`src/rtl/correlator_scheduler.sv`:
```
// Time-shares one bit-permuting XOR correlator across the ab, ac and bc pairs of a latched operand triple.
// One enabled pair per cycle; results are held in DONE until out_ready, and in_ready is high only in IDLE.
module correlator_scheduler #(
  parameter logic [2:0] PAIR_MASK = 3'b111,
  parameter int         CNT_W     = 8
) (
  input  logic             clk,
  input  logic             reset,
  input  logic             in_valid,
  output logic             in_ready,
  input  logic [9:0]       a,
  input  logic [9:0]       b,
  input  logic [9:0]       c,
  output logic             out_valid,
  input  logic             out_ready,
  output logic [9:0]       ab_correlation,
  output logic [9:0]       ac_correlation,
  output logic [9:0]       bc_correlation,
  output logic             busy,
  output logic [CNT_W-1:0] job_count
);

  typedef enum logic [2:0] {IDLE, S_AB, S_AC, S_BC, DONE} state_t;

  localparam logic [CNT_W-1:0] CNT_ONE = {{(CNT_W-1){1'b0}}, 1'b1};

  state_t     state, state_nxt;
  logic [9:0] a_r, b_r, c_r;
  logic [9:0] sel_x, sel_y, corr_out;

  // x is bit-permuted, y is rotated; the two are combined with a plain XOR.
  function automatic logic [9:0] corr(input logic [9:0] x, input logic [9:0] y);
    corr = {x[9], x[7], x[5], x[3], x[1], x[0], x[2], x[4], x[6], x[8]}
         ^ {y[4:3], y[9:5], y[2:0]};
  endfunction

  always_comb begin
    sel_x = a_r;
    sel_y = b_r;
    case (state)
      S_AC:    begin sel_x = a_r; sel_y = c_r; end
      S_BC:    begin sel_x = b_r; sel_y = c_r; end
      default: begin sel_x = a_r; sel_y = b_r; end
    endcase
  end

  assign corr_out = corr(sel_x, sel_y);

  always_comb begin
    state_nxt = state;
    in_ready  = 1'b0;
    out_valid = 1'b0;
    busy      = 1'b1;
    case (state)
      IDLE: begin
        in_ready = 1'b1;
        busy     = 1'b0;
        if (in_valid) begin
          if      (PAIR_MASK[0]) state_nxt = S_AB;
          else if (PAIR_MASK[1]) state_nxt = S_AC;
          else if (PAIR_MASK[2]) state_nxt = S_BC;
          else                   state_nxt = DONE;
        end
      end
      S_AB: begin
        if      (PAIR_MASK[1]) state_nxt = S_AC;
        else if (PAIR_MASK[2]) state_nxt = S_BC;
        else                   state_nxt = DONE;
      end
      S_AC: begin
        if (PAIR_MASK[2]) state_nxt = S_BC;
        else              state_nxt = DONE;
      end
      S_BC: state_nxt = DONE;
      DONE: begin
        out_valid = 1'b1;
        if (out_ready) state_nxt = IDLE;
      end
      default: state_nxt = IDLE;
    endcase
  end

  always_ff @(posedge clk) begin
    if (reset) begin
      state          <= IDLE;
      a_r            <= '0;
      b_r            <= '0;
      c_r            <= '0;
      ab_correlation <= '0;
      ac_correlation <= '0;
      bc_correlation <= '0;
      job_count      <= '0;
    end else begin
      state <= state_nxt;
      case (state)
        IDLE: begin
          // Clearing on accept makes skipped pairs read 0.
          if (in_valid) begin
            a_r            <= a;
            b_r            <= b;
            c_r            <= c;
            ab_correlation <= '0;
            ac_correlation <= '0;
            bc_correlation <= '0;
          end
        end
        S_AB: ab_correlation <= corr_out;
        S_AC: ac_correlation <= corr_out;
        S_BC: bc_correlation <= corr_out;
        DONE: if (out_ready) job_count <= job_count + CNT_ONE;
        default: ;
      endcase
    end
  end

endmodule

```
`config.mk`:
```
export PLATFORM = sky130hd
export DESIGN_NAME = correlator_scheduler
export DESIGN_NICKNAME = d
export VERILOG_FILES = /design/src/rtl/correlator_scheduler.sv
export SDC_FILE = /design/constraint.sdc
export NUM_CORES = 1
export LEC_CHECK = 0
export ABC_AREA = 1
export BUFFER_PORTS_ARGS = -buffer_cell sky130_fd_sc_hd__buf_2
export CELL_PAD_IN_SITES_DETAIL_PLACEMENT = 0
export CELL_PAD_IN_SITES_GLOBAL_PLACEMENT = 1
export CORE_MARGIN = 2
export CORE_UTILIZATION = 40
export DETAILED_ROUTE_END_ITERATION = 8
export HOLD_SLACK_MARGIN = 0.12
export PLACE_DENSITY = 0.94
export SKIP_CTS_REPAIR_TIMING = 1
export SYNTH_ARGS = -nofsm -noshare
export SYNTH_HDL_FRONTEND = slang
export SYNTH_SLANG_ARGS = --single-unit
```
`constraint.sdc`:
```
create_clock -name clk -period 3.2 [get_ports clk]
set_input_delay 0.32 -clock clk [delete_from_list [all_inputs] [get_ports clk]]
set_output_delay 0.32 -clock clk [all_outputs]
set_load 0.005 [all_outputs]
```
==> impl_metrics.json <==
{
  "syn_inst": 460,
  "antenna_found_initial": 0,
  "netlist_top_cells_count": "nand2_1 (130), dfxtp_1 (71), a21oi_1 (56)",
  "rsz0062_at_grt": "no",
  "finalNetCount": 560,
  "core_area_um2": 7650,
  "grt_max_degree": 52,
  "die_h_um": 92.6,
  "totalWireLength_mm": 8.49,
  "crit_path_start_kind": "flop",
  "synth_seq_cells": 71,
  "synth_area_leaders": "dfxtp_1 (45%), nand2_1 (16%), a21oi_1 (8.9%)",
  "synth_nets": 495,
  "status": "finished, final reports clean",
  "dpl_cell_area_um2": 3560,
  "final_cell_area_um2": 3770,
  "setup_viol": 0,
  "fin_crit_sh_pct": 70.1,
  "crit_path_cell_trace": "inv_1 -> nand3_1 -> nand2_1 -> clkinv_1 -> nand2_1 -> a21oi_1",
  "finalHoldViolations": 0,
  "die_w_um": 92.6,
  "dp_hpwl_mm": 6.12,
  "diodes": 0,
  "cp_top_family": "simple AND/OR/NAND/NOR gates",
  "cts_buffers": 9,
  "wl_per_cell_um": 13.5,
  "yosys.area.top_type": "dfxtp_1",
  "grt_pass1_vias": 2939,
  "hold_class": "input port to flop",
  "slew_headroom_pct": 37.8,
  "start_util_pct": 41.0,
  "port_buffers": 74,
  "grt_pass1_wl_mm": 13.8,
  "critPathArrivalTime_ps": 2480,
  "gp_congestion": 0.893,
  "fp-row-count": 32,
  "cts_root_buffer": "clkbuf_8",
  "worst-endpoint-required_ps": 3430,
  "critPathKind": "flop to flop",
  "synth_most_common_cell": "nand2_1",
  "first_iter_violations": 177,
  "synth_area_per_cell_um2": 6.82,
  "grt_usage_pct": 20.6,
  "slowest_stage": "nand3_1",
  "synth_top_area_share_pct": 45.3,
  "tightest_slew_ps": 932,
  "clock_sinks": 71,
  "cts_tree": "done",
  "ys_types": 21,
  "die_area_um2": 8570,
  "crit_path_max_incr_delay_ps": 550,
  "fmax_ghz": 0.446,
  "clk_pin_slew_ps": 80,
  "htree_levels": 3,
  "synth_seq_area_share_pct": 45.3,
  "fin_crit_ps": 2240,
  "first_pass_iters": 4,
  "grt_overflow": 0,
  "num_vias": 3158,
  "setup_tns_ps": 0,
  "max-vdd-ir-drop_v": 0.000235,
  "fillers": 788,
  "clock_latency_ps": 360,
  "regArea_um2": 1420,
  "crit_buf_inv": 2,
  "drive_gt1_share_pct": 18.7,
  "synthFlopType": "dfxtp_1",
  "drv_cap": 0,
  "multi_input_area_um2": 1470,
  "power_density_nw_per_um2": 575,
  "crit_path_end_kind": "flop",
  "async_reset_ff_share_pct": 0,
  "crit_top_cell": "nand2_1",
  "drtAntennaViolNets": 0,
  "cp_max_fo": 22,
  "ios": 75,
  "synth-edff-count": 0,
  "drc": 0,
  "finClkSkew_ps": 10.9,
  "yosys_warnings": 0,
  "cts_max_path_buffers": 2,
  "synth.cell_area_um2": 3140,
  "cellLeakagePower_nw": 1.74,
  "areaGrowthSynthToFinish_pct": 20.1,
  "viasPerCell": 5.00,
  "finalMaxSlewViolations": 0
}
[metrics by stage]
stage,power (mW),std cells,hold WS [ps],utilization (%),setup WS [ps]
after floorplan,1.28,460,443,-,1950
after global placement,1.41,616,453,46.5,1100
after detailed placement,1.41,616,456,46.5,1040
after CTS,2.19,631,178,49.3,1030
after global routing,2.27,631,215,49.3,716
final,2.17,631,187,49.3,958
[final timing paths]
path | to | startpoint | cells after the start | slack, ps
setup / recovery | bc_correlation[5]$_SDFFE_PP0P_ | state[2]$_SDFFE_PP0P_ | 6 | 960
hold / removal | a_r[0]$_SDFFE_PP0P_ | a[0] | 3 | 190
setup reg to reg | bc_correlation[5]$_SDFFE_PP0P_ | state[2]$_SDFFE_PP0P_ | 6 | 960
hold reg to reg | ab_correlation[5]$_SDFFE_PP0P_ | ab_correlation[5]$_SDFFE_PP0P_ | 2 | 470
[placed cells by master, fill, tap and decap left out, drive strengths merged]
cell | Yosys | final
a21oi | 56 | 56
a31oi | 1 | 1
buf | 14 | 79
bufinv | 0 | 2
clkbuf | 11 | 9
clkinv | 2 | 5
clkinvlp | 0 | 1
dfxtp | 71 | 71
ha | 1 | 1
inv | 34 | 34
nand2 | 130 | 130
nand3 | 54 | 54
nand4 | 12 | 12
nor2 | 37 | 37
nor3 | 2 | 2
o21a | 1 | 1
o21ai | 34 | 34
[routing by layer]
| metal | global-route usage, % | share of wire (%) | up-vias | wire length, µm |
|---|---|---|---|---|
| met5 | 0 | 0 | - | 0 |
| met4 | 9.70 | 2.2 | 0 | 183 |
| met3 | 3.74 | 6.6 | 16 | 562 |
| met2 | 33.8 | 47 | 82 | 3980 |
| met1 | 26.3 | 44 | 1418 | 3760 |
| li1 | - | - | 1642 | - |
[report_power, final]
group	switching, mW	internal (mW)
clock	0.342	0.433
combinational	0.264	0.132
sequential	0.0449	0.953
total	0.651	1.52
[registers in the layout, indices dropped and copies added, names as in the netlist]
name,count
job_count,8
a_r,10
b_r,10
state,3
c_r,10
ab_correlation,10
bc_correlation,10
ac_correlation,10
[area by class of cell]
| type | instances | share of cell area, % |
|---|---|---|
| Tap cell | 102 | 3.39 |
| Multi-Input combinational cell | 328 | 38.9 |
| Clock buffer | 9 | 3.29 |
| Clock inverter | 6 | 2.29 |
| Timing Repair Buffer | 79 | 10.8 |
| Inverter | 36 | 3.59 |
| Sequential cell | 71 | 37.7 |
[cells by family (layout without fill, tap and decap cells)]
family	count (synthesis)	in the layout	synth area share, %
AND/OR/NAND/NOR	235	235	31.6
AO/OA/AOI/OAI	92	92	14.8
flip-flops	71	71	45.3
buffers and inverters	61	130	7.94
adder cells (fa/ha/maj)	1	1	0.399
[worst min-delay path, cell delays in order]
cell    delay, ps
buf_2          70
nor2_1         30
nor2_1         80
Power figures use the tool's default switching activity.
